## config.mk

```make
export PLATFORM = sky130hd
export DESIGN_NAME = pipe_stage_reg
export DESIGN_NICKNAME = d
export VERILOG_FILES = /design/src/rtl/pipe_stage_reg.sv
export SDC_FILE = /design/constraint.sdc
export NUM_CORES = 1
export LEC_CHECK = 0
export ABC_AREA = 1
export BUFFER_PORTS_ARGS = -buffer_cell sky130_fd_sc_hd__buf_2
export CORE_AREA = 8 8 129 131
export CTS_CLUSTER_DIAMETER = 150
export DETAILED_ROUTE_END_ITERATION = 7
export DIE_AREA = 0 0 137 139
export PLACE_DENSITY = 0.76
export SLEW_MARGIN = 20
export SYNTH_ARGS = -nofsm -noshare
export SYNTH_HDL_FRONTEND = slang
export SYNTH_SLANG_ARGS = --single-unit
export TNS_END_PERCENT = 100
```

## constraint.sdc

```tcl
create_clock -name clk_i -period 1.7 [get_ports clk_i]
set_input_delay 0.255 -clock clk_i [delete_from_list [all_inputs] [get_ports clk_i]]
set_output_delay 0.255 -clock clk_i [all_outputs]
set_load 0.02 [all_outputs]
```

## src/rtl/pipe_stage_reg.sv

```systemverilog
// Parametrised inter-stage pipeline register: DEPTH slots of {valid, ctrl, data}
// with hold (stall), bubble (flush) and saturating stall/flush event counters.

module pipe_stage_slot #(
  parameter int CTRL_W   = 7,
  parameter int DATA_W   = 121,
  parameter int CLR_DATA = 0
) (
  input  logic              clk,
  input  logic              rst,
  input  logic              flush,
  input  logic              stall,
  input  logic              in_valid,
  input  logic [CTRL_W-1:0] in_ctrl,
  input  logic [DATA_W-1:0] in_data,
  output logic              valid_nxt,
  output logic              valid,
  output logic [CTRL_W-1:0] ctrl,
  output logic [DATA_W-1:0] data
);
  logic [CTRL_W-1:0] ctrl_nxt;
  logic [DATA_W-1:0] data_nxt;

  // ctrl is zero whenever the slot is empty, so ctrl_o needs no output gating.
  always_comb begin
    valid_nxt = valid;
    ctrl_nxt  = ctrl;
    data_nxt  = data;
    if (flush) begin
      valid_nxt = 1'b0;
      ctrl_nxt  = '0;
      if (CLR_DATA != 0) data_nxt = '0;
    end else if (!stall) begin
      valid_nxt = in_valid;
      ctrl_nxt  = in_valid ? in_ctrl : '0;
      if (in_valid)           data_nxt = in_data;
      else if (CLR_DATA != 0) data_nxt = '0;
    end
  end

  always_ff @(posedge clk) begin
    if (rst) begin
      valid <= 1'b0;
      ctrl  <= '0;
      data  <= '0;
    end else begin
      valid <= valid_nxt;
      ctrl  <= ctrl_nxt;
      data  <= data_nxt;
    end
  end
endmodule

module pipe_stage_reg #(
  parameter int CTRL_W   = 7,
  parameter int DATA_W   = 121,
  parameter int DEPTH    = 1,
  parameter int CLR_DATA = 0,
  parameter int CNT_W    = 16,
  localparam int OCC_W   = $clog2(DEPTH + 1)
) (
  input  logic              clk_i,
  input  logic              rst_i,
  input  logic              stall_i,
  input  logic              flush_i,
  input  logic              valid_i,
  input  logic [CTRL_W-1:0] ctrl_i,
  input  logic [DATA_W-1:0] data_i,
  input  logic              cnt_clr_i,
  output logic              valid_o,
  output logic [CTRL_W-1:0] ctrl_o,
  output logic [DATA_W-1:0] data_o,
  output logic [OCC_W-1:0]  occ_o,
  output logic [CNT_W-1:0]  stall_cnt_o,
  output logic [CNT_W-1:0]  flush_cnt_o
);
  generate
    if (DEPTH < 1 || DEPTH > 4) begin : g_bad_depth
      $error("pipe_stage_reg: DEPTH must be within 1..4");
    end
  endgenerate

  // Index 0 of each chain is the upstream input; index k+1 is slot k.
  logic [DEPTH:0]             chain_valid;
  logic [DEPTH:0][CTRL_W-1:0] chain_ctrl;
  logic [DEPTH:0][DATA_W-1:0] chain_data;
  logic [DEPTH-1:0]           valid_nxt;
  logic [OCC_W-1:0]           occ_nxt;

  assign chain_valid[0] = valid_i;
  assign chain_ctrl[0]  = ctrl_i;
  assign chain_data[0]  = data_i;

  genvar k;
  generate
    for (k = 0; k < DEPTH; k++) begin : g_slot
      pipe_stage_slot #(.CTRL_W(CTRL_W), .DATA_W(DATA_W), .CLR_DATA(CLR_DATA)) u_slot (
        .clk      (clk_i),
        .rst      (rst_i),
        .flush    (flush_i),
        .stall    (stall_i),
        .in_valid (chain_valid[k]),
        .in_ctrl  (chain_ctrl[k]),
        .in_data  (chain_data[k]),
        .valid_nxt(valid_nxt[k]),
        .valid    (chain_valid[k+1]),
        .ctrl     (chain_ctrl[k+1]),
        .data     (chain_data[k+1])
      );
    end
  endgenerate

  assign valid_o = chain_valid[DEPTH];
  assign ctrl_o  = chain_ctrl[DEPTH];
  assign data_o  = chain_data[DEPTH];

  always_comb begin
    occ_nxt = '0;
    for (int i = 0; i < DEPTH; i++) occ_nxt = occ_nxt + OCC_W'(valid_nxt[i]);
  end

  always_ff @(posedge clk_i) begin
    if (rst_i) occ_o <= '0;
    else       occ_o <= occ_nxt;
  end

  // A flush only counts when it actually killed something.
  always_ff @(posedge clk_i) begin
    if (rst_i || cnt_clr_i) begin
      stall_cnt_o <= '0;
      flush_cnt_o <= '0;
    end else begin
      if (stall_i && !flush_i && stall_cnt_o != '1) stall_cnt_o <= stall_cnt_o + 1'b1;
      if (flush_i && |chain_valid[DEPTH:1] && flush_cnt_o != '1) flush_cnt_o <= flush_cnt_o + 1'b1;
    end
  end
endmodule

```

After elaboration in Yosys (flattened, before gate mapping):

Index checks and enable logic that the tools add are counted.

* bits in registers: 161
* latch bits: 0
* memory bits (writable): 0
* ROM bits: 0
* input port bits: 134
* word-level logic and storage cells: 20
* memories: 0

* add/subtract/negate cells: 2
* multipliers: 0
* divide/modulo/power cells: 0
* magnitude comparators: 0
* equality and inequality tests: 2
* shift operators: 0
* muxes and demuxes: 1
* bitwise operators: 2
* reduce and logical (&&, ||, !) cells: 8

Operators with widths (count)
* 16-bit by 1-bit adder with 16-bit output (second input constant): 2
* 16-bit inequality test (second input constant): 2
* 7-bit two-way mux: 1
* 1-bit logical AND: 4
* 3-bit AND reduction: 1
* 1-bit NOT: 2
* 2-bit OR reduction: 1
* 1-bit zero test: 1
* 1-bit logical OR: 1

Depth between registers and ports, before layout:

Gate-level depths: netlist of run 1.

* depth after elaboration: 3
* gate-level depth with buffers: 11
* mapped depth without buffers: 10

Modules after synthesis:

Synthesis of run 1 repeated with hierarchy kept, for this count alone.

* cell total of the unflattened synthesis: 1128
* area, all modules: 7531.0 um^2

By module, submodules not included
* pipe_stage_slot: times used 1, cells an instance 832, area an instance 5665.4 um^2, sequential area each 2582.5 um^2
* pipe_stage_reg: times used 1, cells an instance 296, area an instance 1865.5 um^2, sequential area each 660.6 um^2

Worst setup path before layout of run 1:

No wires, ideal clock.

* path type: reg-to-reg
* start: register flush_cnt_o[1]
* end: register flush_cnt_o[7]
* library setup time: 112 ps
* arrival time: 1466 ps
* data required time: 1588 ps
* path slack: 122 ps
* stages on the path, launching flop included: 12
* clock period less this slack: 1578 ps
* path through: dfxtp_1 > ha_1 > nand2_2 > nor2_4 > nand2_4 > clkinv_4 > nand2_4 > nand2_8 > buf_12 > nand2_1 > nand2_1 > nor2_1

* cells in the longest elaborated chain, start to end: 2
* elaborated cells between the ends (all ways): 3
* those cells by class: 1 x add/sub; 1 x eq/ne; 1 x reduce/logical

RTL lines
* start, declared: line 75 `output logic [CNT_W-1:0] flush_cnt_o`
* start signal, assigned: line 134 `if (flush_i && |chain_valid[DEPTH:1] && flush_cnt_o != '1) flush_cnt_o <= flush_cnt_o + 1'b1;`
* branches (longest 2 deep; another with 16-bit by 1-bit adder with 16-bit output)

Several ways; the timed one is not identified.
A chain may end at the register's enable or synchronous reset.

Worst setup path in the final report of run 1:

* start: register flush_cnt_o[1]
* end: register flush_cnt_o[1]

Same word-level chain as after synthesis.

==> results of run 1 <==
[cell usage in the layout (no fill, tap or decap), types with 5 or more instances in the layout]
master     instances
nor2_1           311
buf_2            295
dfxtp_1          161
nand2_1          109
o21ai_0          101
inv_1             34
o21ai_1           30
nand3_1           25
a21oi_1           18
clkbuf_16         17
inv_2              7
nor2_2             6
buf_12             6
buf_4              6
nor2_4             5
clkinv_4           5
nand4_1            5
xor2_1             5
[through the flow]
| step | worst slack, ps | cells | utilization (%) | instance area (sq um) | hold slack [ps] |
|---|---|---|---|---|---|
| 2_1_floorplan | 122 | 880 | - | 6400 | 390 |
| 3_3_place_gp | 234 | 1330 | 54.5 | 8030 | 449 |
| 4_1_cts | 118 | 1362 | 58.3 | 8590 | 34.6 |
| 3_5_place_dp | 158 | 1330 | 54.5 | 8030 | 453 |
| 5_1_grt | 9.43 | 1362 | 58.3 | 8600 | 43.0 |
| 6_report | 141 | 1364 | 58.3 | 8600 | 54.0 |
[tightest hold or removal path, cell delays in order]
cell and delay [ps]:
buf_2 70, nor2_1 30, nor2_1 80
[synthesized netlist by cell type (5+ instances only)]
cell type,n
nor2_1,311
dfxtp_1,161
nand2_1,109
o21ai_0,101
inv_1,35
o21ai_1,30
nand3_1,25
clkbuf_1,19
a21oi_1,18
buf_4,13
buf_2,12
inv_2,7
nor2_2,7
nand4_1,5
xor2_1,5
[cells by family after synthesis]
kind of cell	synth area share, %
flip-flops	50.3
XOR/XNOR	0.957
AO/OA/AOI/OAI	11.9
adder cells (fa/ha/maj)	0.391
buffers and inverters	6.49
AND/OR/NAND/NOR	30.0
[registers in the layout (all words and copies together), names as in the netlist]
| register | cells |
|---|---|
| g_slot.u_slot.valid | 1 |
| stall_cnt_o | 16 |
| flush_cnt_o | 16 |
| g_slot.u_slot.ctrl | 7 |
| g_slot.u_slot.data | 121 |
[cell type report]
cell class / instances / area (sq um) / share of cell area (%)
Tap cell: 188 / 235 / 2.73
Sequential cell: 161 / 3220 / 37.5
Clock buffer: 19 / 443 / 5.15
Timing Repair Buffer: 307 / 1640 / 19.1
Inverter: 43 / 168 / 1.95
Antenna cell: 2 / 5.00 / 0.0582
Clock inverter: 13 / 119 / 1.38
Multi-Input combinational cell: 631 / 2770 / 32.2
[worst paths after layout]
path | startpoint | endpoint | slack (ps) | depth (start not counted)
setup reg to reg | flush_cnt_o[1]$_SDFFE_PP0P_ | flush_cnt_o[1]$_SDFFE_PP0P_ | 140 | 10
setup / recovery | flush_cnt_o[1]$_SDFFE_PP0P_ | flush_cnt_o[1]$_SDFFE_PP0P_ | 140 | 10
hold / removal | data_i[113] | g_slot[0].u_slot.data[113]$_SDFFE_PP0P_ | 50 | 3
hold reg to reg | g_slot[0].u_slot.ctrl[5]$_SDFFE_PP0N_ | g_slot[0].u_slot.ctrl[5]$_SDFFE_PP0N_ | 460 | 2
[power groups by stage]
stage / combinational, W / clock [W] / sequential, W
after floorplan: 0.000291 / 0 / 0.00427
after global placement: 0.000885 / 0 / 0.00408
after detailed placement: 0.000894 / 0 / 0.00408
after CTS: 0.000896 / 0.00370 / 0.00400
after global routing: 0.000967 / 0.00384 / 0.00402
final: 0.000884 / 0.00361 / 0.00400
[routing by layer]
layer	vias to the layer above	wire (microns)	track usage [%]
met5	-	8	0
met4	2	499	7.78
met3	37	2180	8.66
met2	251	9230	32.9
met1	2961	7850	23.3
li1	3338	-	-
[repair_timing]
item	4_1_cts	5_1_grt
setup endpoints to repair	0	6
gates resized for setup	0	1
endpoints found under the hold margin	0	0
hold buffers	0	0
==> impl_results.md, run 1 <==
* Status: finished clean
* GP Congestion at 0.884
* DRT antenna net count at 0
* Rows at 45
* Final Skew at 6.20 ps
* EDFF count, synth at 0
* CTS max path bufs at 2
* Routed WL at 19.8 mm
* All-Layer GR Usage at 20.4%
* # setup viols final at 0
* FFs w/ async S/R, synth at 0%
* Vias in the first global route at 6,392
* Skew-Pair Late Insertion Delay at 420 ps
* Critical path data required time at 2010 ps
* Die width at 137 microns
* Synth Register Bits at 161
* CTS tree: done
* Static Leak at 4.40 nW
* Worst IR drop on VDD at 0.642 mV
* Clk pwr share at 42.5%
* Delay-heaviest family, CP: simple AND/OR/NAND/NOR gates
* Power share of the combinational group at 10.4%
* Pwr Total at 0.00849 W
* Die area at 19,000 sq um
* Synth area leaders: dfxtp_1 (50%), nor2_1 (18%), o21ai_0 (7.9%)
* Mapped Cells at 880
* Final Cycle Share at 91.7%
* Starting density of the core at 43.4%
* Switch Pwr at 0.00227 W
* Flop pwr share at 47.1%
* Die Y at 139 microns
* WP data arrival at 1860 ps
* Share of layout cells above drive strength 1 at 31.3%
* Tightest Pin Transition at 407 ps
* Root Driver: clkbuf_16
* Net count after synthesis at 1,016
* Post-synth top flop: dfxtp_1
* Cts bufs inserted at 17
* Crit end category: flip-flop
* I/O Buffers at 295
* Slowest cell on crit path: dfxtp_1
* Crit-path cells: ha_1 -> nand2_2 -> nor2_4 -> nand2_4 -> clkinv_4 -> nand2_4 -> nand2_8 -> inv_2 -> nor2_1 -> nor2_1
* Synth warnings at 0
* Fill cell count at 1,397
* Share of the synthesized area in the top cell type at 50.3%
* Area growth from synthesis to layout at 34.4%
* Max cap viols at 0
* Synth cell types at 28
* Max Freq at 641 MHz
* Largest net degree at the start of global routing at 81
* Cell taking the most area after synthesis: dfxtp_1
* First-pass GRT wire length at 31.5 mm
* DR WL/cell at 14.5 microns
* Num ports at 296
* WP buf/inv at 2
* DPL Wire Length at 14.5 mm
* Clock transition at path regs at 70 ps
* Hold WC Path Type: primary input to flip-flop
* Core Region at 14,800 sq um
* Setup bufs post-CTS at 0
* Slew HR at 72.8%
* Initial drt markers at 351
* Syn_area_per_cell at 7.28 sq um
* DRC violations left at 0
* CP Max Fanout at 16
* Detailed Routing Iterations Pass 1 at 4
* Total gr overflow at 0
* Worst setup SP type: flip-flop
* Max-slew violation count at 0
* Sw frac at 26.7%
* Num Clock Sinks at 161
* Initial antenna violation count at 1
* PwrDens at 987 nW/um^2
* Cell-internal power at 0.00622 W
* CP max stage delay at 410 ps
* Sequential share of the synthesized area at 50.3%
* RSZ-0062 raised after global routing: no
* Final setup TNS at 0 ps
* Final min period at 1560 ps
* DR vias/cell at 4.83
* Setup Crit Path Kind: flip-flop to flip-flop
* Hold Fails Final Rpt at 0
* Post-layout nets at 1,297
* Depth of the CTS H-tree at 4
* Mapped cell area at 6400 sq um
* Vias at 6,589
(Power assumes the default switching activity.)
==> inputs of run 2 (changes only) <==
CORE_AREA = 8 8 126 128   (was 8 8 129 131)
DIE_AREA = 0 0 134 136   (was 0 0 137 139)
PLACE_DENSITY = 0.79   (was 0.76)
==> run 2 against run 1 <==
Net effect: sequential power barely moved; routed wire length rose by 0.10%; combinational power fell by 0.5%; cell count fell by 0.51%; first-iteration DRC count rose by 47%; die area fell by 4.3%; via count fell by 0.56%; non-clock buffer count fell by 1; clock power barely moved.
==> impl_results.md, run 2 (same netlist as run 1, synthesis figures left out) <==
* Status: finished clean
* Initial drt markers at 515
* Die area at 18,200 sq um
* FF-to-FF Start: flush_cnt_o[1]$_SDFFE_PP0P_
* Largest regs: g_slot.u_slot.data: 121 flops, flush_cnt_o: 16 flops, stall_cnt_o: 16 flops
* Worst IR drop on VDD at 0.599 mV
* Root Driver: clkbuf_16
* Crit end category: flip-flop
* Starting density of the core at 45.6%
* I/O Buffers at 295
* RSZ-0062 raised after global routing: no
* Worst hold stages at 3
* Post-layout nets at 1,296
* Setup Crit Path Kind: flip-flop to flip-flop
* Most frequent cells in the layout: nor2_1 (311), buf_2 (295), dfxtp_1 (159), nand2_1 (109), o21ai_0 (101)
* Hold Fails Final Rpt at 0
* CTS max path bufs at 2
* Clock transition at path regs at 60 ps
* Die width at 134 microns
* Routed WL at 19.8 mm
* Vias at 6,552
* Cts-stage hold buffer count at 0
* DRT antenna net count at 0
* Detailed Routing Iterations Pass 1 at 5
* Num ports at 296
* CTS tree: done
* HP Start: data_i[31]
* Final Skew at 10.4 ps
* Largest net degree at the start of global routing at 123
* Static Leak at 4.39 nW
* Final core occ at 61.0%
* First-pass GRT wire length at 30.4 mm
* Slew HR at 63.1%
* Worst r2r path cells at 10
* Depth of the CTS H-tree at 4
* DP Area at 8010 sq um
* Max reg flops at 121
* Reg2Reg Setup Slack at 120 ps
* Biggest register: g_slot.u_slot.data
* GP Congestion at 0.891
* Total gr overflow at 0
* DRC violations left at 0
* Max cap viols at 0
* WP data arrival at 1880 ps
* Design area at 8570 sq um
* Worst reg2reg path endpoint: flush_cnt_o[1]$_SDFFE_PP0P_
* CP Max Fanout at 16
* Tightest Pin Transition at 553 ps
* Most common cell after layout, fill and taps aside: nor2_1
* Diodes inserted at 0
* Final min period at 1580 ps
* Initial antenna violation count at 1
* DR vias/cell at 4.83
* Area growth from synthesis to layout at 33.8%
* Vias in the first global route at 6,135
* # setup viols final at 0
* PwrDens at 989 nW/um^2
* Max-slew violation count at 0
* DR WL/cell at 14.6 microns
* Worst Hold Endpoint: g_slot[0].u_slot.data[31]$_SDFFE_PP0P_
* Cts bufs inserted at 17
* Worst setup SP type: flip-flop
* All-Layer GR Usage at 20.8%
* DPL Wire Length at 14.2 mm
* Setup bufs post-CTS at 0
* Core Region at 14,000 sq um
* Max Freq at 633 MHz
* Skew-Pair Late Insertion Delay at 420 ps
* Num Clock Sinks at 161
* Die Y at 136 microns
* Critical path data required time at 2000 ps
* Final setup TNS at 0 ps
* Share of layout cells above drive strength 1 at 31.3%
* Hold WC Path Type: primary input to flip-flop
* Rows at 44
* Final Cycle Share at 92.9%
run 2: layout make-up:
class / count / area (sq um)
Timing Repair Buffer: 306 / 1620
Fill cell: 1289 / 5470
Multi-Input combinational cell: 631 / 2770
Tap cell: 184 / 230
Clock buffer: 20 / 447
Inverter: 43 / 168
Clock inverter: 12 / 109
Sequential cell: 161 / 3230
run 2: power by group:
part / switching [W] / total [W] / internal [W]
sequential: 0.0000774 / 0.00401 / 0.00393
clock: 0.00153 / 0.00359 / 0.00206
combinational: 0.000557 / 0.000880 / 0.000323
total: 0.00216 / 0.00847 / 0.00631
run 2: worst max-delay path by stage:
stage                           startpoint                     endpoint  slack, ps  cells after the start
2_1_floorplan  flush_cnt_o[1]$_SDFFE_PP0P_  flush_cnt_o[7]$_SDFFE_PP0P_        120                     11
3_3_place_gp   stall_cnt_o[0]$_SDFFE_PP0P_  stall_cnt_o[2]$_SDFFE_PP0P_        150                      8
3_5_place_dp   flush_cnt_o[1]$_SDFFE_PP0P_  flush_cnt_o[1]$_SDFFE_PP0P_        140                     10
4_1_cts        flush_cnt_o[1]$_SDFFE_PP0P_  flush_cnt_o[1]$_SDFFE_PP0P_        110                     10
5_1_grt        stall_cnt_o[0]$_SDFFE_PP0P_  stall_cnt_o[2]$_SDFFE_PP0P_         10                      8
6_report       flush_cnt_o[1]$_SDFFE_PP0P_  flush_cnt_o[1]$_SDFFE_PP0P_        120                     10
run 2: stage by stage:
stage	std cells	total power, W	hold slack, ps	setup slack (ps)
final	1357	0.00847	54.4	120
after global routing	1357	0.00881	45.8	14.5
after CTS	1357	0.00855	40.5	106
after detailed placement	1325	0.00497	455	137
after global placement	1325	0.00496	448	151
after floorplan	880	0.00456	390	122
run 2: timing repair:
| action | CTS | global route |
|---|---|---|
| endpoints found under the hold margin | 0 | 0 |
| resized for setup | 0 | 2 |
| setup endpoints to repair | 0 | 10 |
run 2: critical path: stages, from the launching register on:
cell and delay (ps):
dfxtp_1 410, ha_1 230, nand2_2 90, nor2_4 170, nand2_4 90, clkinv_4 70, nand2_4 90, nand2_8 130
inv_2 60, nor2_1 80, nor2_1 50
run 2: per-layer routing:
metal	track usage [%]	vias up	part of all wire, %
met5	0	-	0.061
met4	7.24	2	1.6
met3	9.20	24	10
met2	35.2	258	49
met1	22.8	2936	39
li1	-	3332	-
